### src/rtl/game_timer_pkg.sv
// Shared types, digit limits and active-low 7-segment patterns for the game timer.
package game_timer_pkg;

    typedef logic [3:0] bcd_t;

    localparam bcd_t UNITS_MAX = 4'd9;
    localparam bcd_t TENS_MAX  = 4'd5;

    localparam logic [6:0] SEG_BLANK = 7'h7F;

    // Active-low {g,f,e,d,c,b,a}; anything outside 0..9 is shown blank.
    function automatic logic [6:0] seg_pattern(input bcd_t d);
        logic [6:0] pat;
        case (d)
            4'd0:    pat = 7'h40;
            4'd1:    pat = 7'h79;
            4'd2:    pat = 7'h24;
            4'd3:    pat = 7'h30;
            4'd4:    pat = 7'h19;
            4'd5:    pat = 7'h12;
            4'd6:    pat = 7'h02;
            4'd7:    pat = 7'h78;
            4'd8:    pat = 7'h00;
            4'd9:    pat = 7'h10;
            default: pat = SEG_BLANK;
        endcase
        return pat;
    endfunction

endpackage

### src/rtl/bcd_digit_cell.sv
// One BCD counter digit with a configurable maximum, ripple carry/borrow and clamped load.
module bcd_digit_cell
    import game_timer_pkg::*;
#(
    parameter bcd_t MAX = UNITS_MAX
) (
    input  logic clk,
    input  logic rst_n,
    input  logic inc,
    input  logic dec,
    input  logic ld,
    input  bcd_t ld_val,
    output bcd_t q,
    output logic carry,
    output logic borrow
);

    bcd_t r_q_r;

    assign q      = r_q_r;
    assign carry  = inc & (r_q_r == MAX);
    assign borrow = dec & (r_q_r == 4'd0);

    // Digit register: load (clamped to MAX) wins over increment/decrement.
    always_ff @(posedge clk or negedge rst_n) begin
        if (!rst_n) begin
            r_q_r <= 4'd0;
        end else if (ld) begin
            r_q_r <= (ld_val > MAX) ? MAX : ld_val;
        end else if (inc) begin
            r_q_r <= (r_q_r == MAX) ? 4'd0 : r_q_r + 4'd1;
        end else if (dec) begin
            r_q_r <= (r_q_r == 4'd0) ? MAX : r_q_r - 4'd1;
        end else begin
            r_q_r <= r_q_r;
        end
    end

endmodule

### src/rtl/hex7seg.sv
// Combinational digit to active-low 7-segment decoder.
module hex7seg
    import game_timer_pkg::*;
(
    input  bcd_t       hex,
    output logic [6:0] seg
);

    assign seg = seg_pattern(hex);

endmodule

### src/rtl/game_timer_disp.sv
// Seconds-based up/down game timer with sticky expiry and a multiplexed 7-seg driver.
// Optional lap-freeze display enabled by defining TIMER_LAP_EN.
module game_timer_disp
    import game_timer_pkg::*;
#(
    parameter int FRAMES_PER_SEC = 60,
    parameter int NUM_DIGITS     = 4
) (
    input  logic                    clk,
    input  logic                    reset_n,
    input  logic                    frame,
    input  logic                    run,
    input  logic                    down,
    input  logic                    clear,
    input  logic                    load,
    input  logic [4*NUM_DIGITS-1:0] preset,
    input  logic                    digsel,
    input  logic                    flash,
    input  logic                    f_clk,
    input  logic                    lap,
    output logic [4*NUM_DIGITS-1:0] bcd,
    output logic                    expired,
    output logic [NUM_DIGITS-1:0]   an,
    output logic [6:0]              seg
);

    localparam int PW = (FRAMES_PER_SEC > 1) ? $clog2(FRAMES_PER_SEC) : 1;
    localparam logic [PW-1:0] PRESC_MAX = PW'(FRAMES_PER_SEC - 1);
    localparam logic [NUM_DIGITS-1:0] RING_INIT = {{(NUM_DIGITS-1){1'b0}}, 1'b1};

    logic [PW-1:0]           r_presc_r;
    logic                    r_expired_r;
    logic [NUM_DIGITS-1:0]   r_ring_r;
    logic [NUM_DIGITS-1:0]   r_an_r;
    logic [6:0]              r_seg_r;

    logic                    w_adv_s;
    logic                    w_cnt_s;
    logic                    w_up_tick_s;
    logic                    w_dn_tick_s;
    logic                    w_all_max_s;
    logic                    w_all_zero_s;
    logic                    w_one_s;
    logic                    w_ld_s;
    logic                    w_expired_nxt_s;
    logic [NUM_DIGITS-1:0]   w_inc_s;
    logic [NUM_DIGITS-1:0]   w_dec_s;
    logic [NUM_DIGITS-1:0]   w_carry_s;
    logic [NUM_DIGITS-1:0]   w_borrow_s;
    logic [NUM_DIGITS-1:0]   w_at_max_s;
    logic [NUM_DIGITS-1:0]   w_at_zero_s;
    logic [NUM_DIGITS-1:0]   w_ring_nxt_s;
    logic [4*NUM_DIGITS-1:0] w_disp_s;
    bcd_t                    w_sel_s;
    logic [6:0]              w_seg_s;

    // Prescaler only runs on counted frames; an expired timer stops it too.
    assign w_adv_s      = frame & run & ~r_expired_r;
    assign w_cnt_s      = w_adv_s & (r_presc_r == PRESC_MAX) & ~clear & ~load;
    assign w_all_max_s  = &w_at_max_s;
    assign w_all_zero_s = &w_at_zero_s;
    assign w_one_s      = (bcd[3:0] == 4'd1) & (&w_at_zero_s[NUM_DIGITS-1:1]);
    assign w_up_tick_s  = w_cnt_s & ~down & ~w_all_max_s;
    assign w_dn_tick_s  = w_cnt_s & down & ~w_all_zero_s;
    assign w_ld_s       = clear | load;

    genvar gi;
    generate
        for (gi = 0; gi < NUM_DIGITS; gi++) begin : g_digit
            localparam bcd_t CELL_MAX = (gi % 2 == 0) ? UNITS_MAX : TENS_MAX;
            bcd_t w_ldv_s;

            if (gi == 0) begin : g_lsd
                assign w_inc_s[gi] = w_up_tick_s;
                assign w_dec_s[gi] = w_dn_tick_s;
            end else begin : g_upper
                assign w_inc_s[gi] = w_carry_s[gi-1];
                assign w_dec_s[gi] = w_borrow_s[gi-1];
            end

            assign w_ldv_s         = clear ? 4'd0 : preset[4*gi +: 4];
            assign w_at_max_s[gi]  = (bcd[4*gi +: 4] == CELL_MAX);
            assign w_at_zero_s[gi] = (bcd[4*gi +: 4] == 4'd0);

            bcd_digit_cell #(
                .MAX (CELL_MAX)
            ) u_cell (
                .clk    (clk),
                .rst_n  (reset_n),
                .inc    (w_inc_s[gi]),
                .dec    (w_dec_s[gi]),
                .ld     (w_ld_s),
                .ld_val (w_ldv_s),
                .q      (bcd[4*gi +: 4]),
                .carry  (w_carry_s[gi]),
                .borrow (w_borrow_s[gi])
            );
        end
    endgenerate

    // Frame prescaler: zeroed by clear/load, wraps after the last frame of a second.
    always_ff @(posedge clk or negedge reset_n) begin
        if (!reset_n) begin
            r_presc_r <= '0;
        end else if (w_ld_s) begin
            r_presc_r <= '0;
        end else if (w_adv_s) begin
            r_presc_r <= (r_presc_r == PRESC_MAX) ? '0 : r_presc_r + PW'(1'b1);
        end else begin
            r_presc_r <= r_presc_r;
        end
    end

    // Expiry: at max going up, or at/reaching zero going down.
    always_comb begin
        w_expired_nxt_s = r_expired_r;
        if (w_ld_s) begin
            w_expired_nxt_s = 1'b0;
        end else if (w_cnt_s & ((~down & w_all_max_s) | (down & (w_all_zero_s | w_one_s)))) begin
            w_expired_nxt_s = 1'b1;
        end else begin
            w_expired_nxt_s = r_expired_r;
        end
    end

    // Sticky expiry register.
    always_ff @(posedge clk or negedge reset_n) begin
        if (!reset_n) begin
            r_expired_r <= 1'b0;
        end else begin
            r_expired_r <= w_expired_nxt_s;
        end
    end

    assign expired = r_expired_r;

`ifdef TIMER_LAP_EN
    logic r_lap_d_r;
    logic r_lap_act_r;
    logic [4*NUM_DIGITS-1:0] r_lap_val_r;

    // Lap capture: snapshot on the rising edge, shown until lap drops.
    always_ff @(posedge clk or negedge reset_n) begin
        if (!reset_n) begin
            r_lap_d_r   <= 1'b0;
            r_lap_act_r <= 1'b0;
            r_lap_val_r <= '0;
        end else begin
            r_lap_d_r <= lap;
            if (lap & ~r_lap_d_r) begin
                r_lap_val_r <= bcd;
                r_lap_act_r <= 1'b1;
            end else if (!lap) begin
                r_lap_act_r <= 1'b0;
            end else begin
                r_lap_act_r <= r_lap_act_r;
            end
        end
    end

    assign w_disp_s = r_lap_act_r ? r_lap_val_r : bcd;
`else
    logic w_lap_unused_s;
    assign w_lap_unused_s = lap;
    assign w_disp_s       = bcd;
`endif

    // Digit ring advances one position per refresh strobe.
    always_comb begin
        w_ring_nxt_s = r_ring_r;
        if (digsel) begin
            w_ring_nxt_s = {r_ring_r[NUM_DIGITS-2:0], r_ring_r[NUM_DIGITS-1]};
        end else begin
            w_ring_nxt_s = r_ring_r;
        end
    end

    // Digit mux driven by the upcoming ring so anode and segments switch together.
    always_comb begin
        w_sel_s = 4'd0;
        for (int i = 0; i < NUM_DIGITS; i++) begin
            w_sel_s = w_sel_s | (w_disp_s[4*i +: 4] & {4{w_ring_nxt_s[i]}});
        end
    end

    hex7seg u_hex7seg (
        .hex (w_sel_s),
        .seg (w_seg_s)
    );

    // Ring and registered display outputs; blanking gates anodes only.
    always_ff @(posedge clk or negedge reset_n) begin
        if (!reset_n) begin
            r_ring_r <= RING_INIT;
            r_an_r   <= ~RING_INIT;
            r_seg_r  <= seg_pattern(4'd0);
        end else begin
            r_ring_r <= w_ring_nxt_s;
            r_an_r   <= ~(w_ring_nxt_s & {NUM_DIGITS{~flash | f_clk}});
            r_seg_r  <= w_seg_s;
        end
    end

    assign an  = r_an_r;
    assign seg = r_seg_r;

endmodule

### config.mk
export PLATFORM = sky130hd
export DESIGN_NAME = game_timer_disp
export DESIGN_NICKNAME = d
export VERILOG_FILES = /design/src/rtl/game_timer_pkg.sv /design/src/rtl/bcd_digit_cell.sv /design/src/rtl/hex7seg.sv /design/src/rtl/game_timer_disp.sv
export SDC_FILE = /design/constraint.sdc
export NUM_CORES = 1
export LEC_CHECK = 0
export ABC_CLOCK_PERIOD_IN_PS = 4100
export CORE_UTILIZATION = 56
export DETAILED_ROUTE_END_ITERATION = 12
export PLACE_DENSITY = 0.86
export SKIP_LAST_GASP = 1
export SLEW_MARGIN = 25
export SYNTH_ARGS = -nofsm -noshare
export SYNTH_HDL_FRONTEND = slang
export SYNTH_SLANG_ARGS = --single-unit
### constraint.sdc
create_clock -name clk -period 4.1 [get_ports clk]
set_input_delay 0.41 -clock clk [delete_from_list [all_inputs] [get_ports clk]]
set_output_delay 0.41 -clock clk [all_outputs]
set_load 0.005 [all_outputs]
# Word level (Yosys, flattened, before mapping)
# Memory sizes are Yosys's and may differ from the RTL's. A register that Yosys moved wholly into a read port is not among the register bits.
# Index checks and enable logic that the tools add are counted.
# word_totals
register_bits,31
rom_bits,112
word_cells,115
out_inout_bits,28
mem_count,1
input_bits,27
# classes
n_bitwise,39
n_mux,34
n_eq_ne,6
n_lt_le_gt_ge,4
add_sub_neg,9
reduce_logical,14
# mem_list
name,words,width,rd,rd_ports_with_merged_regs,wr,line,text
(name not given),16,7,1,1,0,game_timer_pkg.sv:14,case (d)
# ops
operator,count
$mux 4,29
$and 4x4->4,5
$and 1x1->1,19
$mux 6,3
$add 4x1->4 const B,4
$logic_not 4->1,4
$sub 4x1->4 const B,4
$or 4x4->4,3
$reduce_bool 3->1,4
$eq 4x3->1 const B,2
$eq 4x4->1 const B,2
$gt 4x3->1 const B,2
$gt 4x4->1 const B,2
$reduce_and 4->1,2
$not 1->1,7
$add 6x1->6 const B,1
$eq 6x6->1 const B,1
$eq 4x1->1 const B,1
$not 4->4,1
$or 1x1->1,4
$reduce_bool 2->1,2
$reduce_and 3->1,1
$mux 1,2
$logic_not 1->1,1

# Logic depth before layout (Yosys ltp)
# depth
depth_word,13
depth_mapped,8
depth_no_buf,8

# By module
# From an unflattened synthesis, not the netlist that was laid out.
# hier_totals
cells_unflattened,328
hier_area_um2,2773.9
# by_module_without_submodules
module,instances,seq_area_each_um2,area_per_inst_um2,cells_per_inst
game_timer_disp,1,556.8,1102.3,109
bcd_digit_cell (g_digit[0].u_cell ...),2,100.1,384.1,50
bcd_digit_cell (g_digit[1].u_cell ...),2,100.1,346.6,43
hex7seg,1,0.0,210.2,33

# Worst setup path before layout
# OpenSTA, ideal clock, no wires.
# synth_timing
path_kind,register -> register
from,register g_digit[2].u_cell.r_q_r[2]
to,register g_digit[0].u_cell.r_q_r[2]
t_arrival_ns,2.181
required_time_ns,3.975
path_buffers,1
period_less_slack_ns,2.306
setup_ns,0.125
setup_slack_ns,1.794
stages_incl_launch_ff,7
path_cell_list,dfrtp_1 -> buf_6 -> or4_4 -> nor4_4 -> nand3_2 -> a41oi_4 -> mux2_2
# synth_between
elab_chain_len,6
elab_cells_between_ends,11
cone_classes,1 x eq/ne; 2 x mux; 4 x bitwise; 4 x reduce/logical
# synth_rtl
item,line,text
from (decl),bcd_digit_cell.sv:18,bcd_t r_q_r;
from (signal assigned),bcd_digit_cell.sv:29,r_q_r <= (ld_val > MAX) ? MAX : ld_val;
from (signal assigned),bcd_digit_cell.sv:31,r_q_r <= (r_q_r == MAX) ? 4'd0 : r_q_r + 4'd1;
from (signal assigned),bcd_digit_cell.sv:33,r_q_r <= (r_q_r == 4'd0) ? MAX : r_q_r - 4'd1;
$eq 4x4->1,game_timer_disp.sv:82,assign w_at_max_s[gi] = (bcd[4*gi +: 4] == CELL_MAX);
$reduce_and 4->1,game_timer_disp.sv:60,assign w_all_max_s = &w_at_max_s;
$not 1->1,game_timer_disp.sv:63,assign w_up_tick_s = w_cnt_s & ~down & ~w_all_max_s;
$and 1x1->1,game_timer_disp.sv:63,
$mux 4,bcd_digit_cell.sv:30,end else if (inc) begin
$mux 4,bcd_digit_cell.sv:28,end else if (ld) begin
to (signal assigned),bcd_digit_cell.sv:29,
to (signal assigned),bcd_digit_cell.sv:31,
to (signal assigned),bcd_digit_cell.sv:33,
to (decl),bcd_digit_cell.sv:18,
# Parallel ways exist; a longest one is shown, timed or not.
# A chain may end at the register's enable or synchronous reset.

# Worst setup path in the final report
# layout_timing
from,input port digsel
to,"register r_seg_r[5], in the netlist seg[5]"
# layout_between
elab_chain_len,5
elab_cells_between_ends,8
cone_classes,1 x mux; 7 x bitwise
# layout_rtl
item,line,text
from (decl),game_timer_disp.sv:17,"input logic digsel,"
$mux 4,game_timer_disp.sv:171,if (digsel) begin
via w_ring_nxt_s[0],game_timer_disp.sv:52,logic [NUM_DIGITS-1:0] w_ring_nxt_s;
$and 4x4->4,game_timer_disp.sv:182,w_sel_s = w_sel_s | (w_disp_s[4*i +: 4] & {4{w_ring_nxt_s[i]}});
$or 4x4->4 (3 in series),game_timer_disp.sv:182,
to (decl),game_timer_disp.sv:35,logic [6:0] r_seg_r;
# The timed path passes the listed nets, and every way through them passes these cells.

==> results.tsv <==
stage	metric	value	unit
floorplan	coreArea	0.004504	mm^2
clocking	clk_pin_slew	0.08	ns
layout	antenna_cells	0	
layout	fin_area	0.003369	mm^2
layout	drive_gt1_share	10.37	%
sta	clock_skew	0.004617	ns
setup_path	cp_max_fo	6	
synth	netlist_instances	301	
synth	yosysUniqueCellTypes	72	
clocking	numClockSinks	38	
sta	max_freq	360.3	MHz
routing	drtIter0Drc	206	
sta	final.setup.tns	0	ns
floorplan	num_rows	24	
clocking	worst_skew_pair.late_latency	0.30	ns
sta	relSlewSlack	44.18	%
floorplan	die_w	71.49	um
global_route	grt_first_pass_wirelength	11.28	mm
synth	syn_nets	334	
clocking	ctsRootBufferMaster	clkbuf_8	
global_route	track_usage	27.94	%
global_route	grt_pass1_vias	2359	
status	status	finished clean	
synth	seq_area_frac_synth	35.40	%
floorplan	fp.dieArea	0.005110	mm^2
synth	yosysWarnings	0	
routing	route.detailed.drc	0	
clocking	cts_buffer_depth	2	
pwr	leakage	1.320	nW
place	post-place-ws	1.088	ns
layout	area_growth	24.62	%
layout	stdcell_count	399	
clocking	cts_made_buffers	5	
global_route	grt_max_degree	39	
routing	dr.pass1.iters	4	
sta	setup_ws	1.325	ns
layout	layout_commonest_cell	clkdlybuf4s50_1	
floorplan	die_h	71.49	um
synth	synth_edf_count	0	
clocking	cts.repair.resized	0	
synth	async_reset_ff_share	100.0	%
place	dp_hpwl	4.843	mm
routing	wl	6.696	mm
setup_path	worstSetupPathType	in -> reg	
clocking	htreeDepth	2	
synth	syn_area	0.002704	mm^2
global_route	grt_overflow_total	0	
flow_run	max-cap-violations	0	
sta	hold_viol	0	
pwr	peakVddDrop	0.0002043	V
synth	synth_flop_cell	dfrtp_1	
routing	viasPerCell	6.358	
sta	fin_crit_sh	67.69	%
place	portBuffers	53	
setup_path	cp-end-kind	flop	
sta	worstMarginPinSlew	0.8372	ns
setup_path	crit_path_start_kind	input pin	
clocking	post_cts_buffers	0	
routing	dr_total_vias	2537	
place	placed_area	0.003227	mm^2
setup_path	crit_path_max_incr_delay	0.59	ns
setup_path	cp.arrival	2.93	ns
setup_path	cp_cell_sequence	clkdlybuf4s50_1 -> mux2_2 -> a22o_1 -> a221oi_1 -> inv_1 -> ha_1 -> o21ai_0 -> a21oi_1	
synth	ys_ff_latch	38	
floorplan	io_pins	55	
worst_hold_path	hp-class	in -> async	
floorplan	initial_utilization	60.03	%
place	dp_cells	391	
clocking	hold_buffers	0	
clocking	cts_tree	built	
global_route	antenna_found_initial	0	
layout	layout.nets	379	
setup_path	crit_slowest_cell	a221oi_1	
synth	avgSynthCellArea	8.983	um^2
routing	postRouteAntennaNets	0	
setup_path	crit_required	4.25	ns
routing	wl_per_cell	16.78	um
sta	finalSetupViolCount	0	
place	gp_congestion	0.8250	
pwr	power_density	317.5	mW/mm^2
layout	layout_common_cells	clkdlybuf4s50_1 (52), dfrtp_1 (33), nand2_1 (32), nor2_1 (24), o21ai_0 (16)	
sta	slew_violations	0	
sta	rsz0062_at_grt	no	
sta	period_needed	2.775	ns
Yosys cell counts, types with 5 or more instances:
master / count / area [um^2]
nand3_1: 10 / 50.05
inv_1: 11 / 41.29
or3_1: 5 / 31.28
dfstp_2: 5 / 131.4
a21oi_1: 14 / 70.07
nor2_1: 24 / 90.09
mux2i_1: 8 / 80.08
mux2_2: 7 / 78.83
nand2_1: 32 / 120.1
nand2b_1: 7 / 43.79
xnor2_1: 6 / 52.55
ha_1: 6 / 75.07
a211oi_1: 6 / 45.04
clkbuf_1: 10 / 37.54
dfrtp_1: 33 / 825.8
o21ai_0: 16 / 80.08
power breakdown:
group	switching [W]	total [W]	leakage [nW]	internal, W
logic	0.000102	0.000220	0.756	0.000118
registers	0.0000607	0.000453	0.493	0.000392
clock network	0.000137	0.000397	0.0714	0.000260
total	0.000300	0.00107	1.32	0.000769
logic make-up (layout without fill, tap and decap cells):
group / Yosys count / count (layout) / share of synthesized area [%]
adder cells (fa/ha/maj): 6 / 6 / 2.776
AND/OR/NAND/NOR: 118 / 118 / 24.30
AO/OA/AOI/OAI: 85 / 85 / 23.28
multiplexers: 17 / 17 / 6.710
buffers and inverters: 27 / 73 / 4.304
flip-flops: 38 / 38 / 35.40
XOR/XNOR: 10 / 10 / 3.239
sequential cells by signal, summed over array words and instances (netlist names):
| register | cells |
|---|---|
| an | 4 |
| expired | 1 |
| g_digit.u_cell.q | 16 |
| r_presc_r | 6 |
| r_ring_r | 4 |
| seg | 7 |
per-stage QoR:
stage	hold slack [ns]	utilization (%)	power, W
floorplan	0.1144	-	0.0005761
global placement	0.4646	71.64	0.0006670
detailed placement	0.4860	71.64	0.0006746
CTS	0.2445	74.81	0.001068
global route	0.3026	74.81	0.001108
finish	0.2074	74.81	0.001070
routing by layer:
layer | up-vias | GRT usage (%) | wire [um]
li1 | 1216 | - | -
met1 | 1202 | 37.27 | 2887
met2 | 106 | 46.24 | 3251
met3 | 13 | 5.063 | 476
met4 | 0 | 9.368 | 79
met5 | - | 0 | 0
path summary, 6_finish.rpt:
path | cells past startpoint | to | slack [ns] | from
setup / recovery | 8 | seg[5] | 1.32 | digsel
hold / removal | 1 | r_presc_r[0] | 0.21 | reset_n
setup reg to reg | 6 | g_digit[3].u_cell.q[2] | 1.60 | g_digit[1].u_cell.q[2]
hold reg to reg | 1 | r_presc_r[5] | 0.50 | r_presc_r[5]
max in group asynchronous | 1 | seg[2] | 3.36 | reset_n
min in group clk | 1 | r_presc_r[5] | 0.50 | r_presc_r[5]
critical path, delay by kind of cell:
kind            cells  cell delay [ns]
compound gates      4             1.12
buf+inv             2             0.72
mux                 1             0.42
fa+ha+maj           1             0.25
area by class of cell:
type / instances / area (um^2)
Clock buffer: 6 / 82.58
Inverter: 11 / 41.29
Timing Repair Buffer: 54 / 533.0
Clock inverter: 2 / 60.06
Fill cell: 330 / 1135
Tap cell: 52 / 65.06
Sequential cell: 38 / 957.2
Multi-Input combinational cell: 236 / 1630
(Power assumes the default switching activity.)
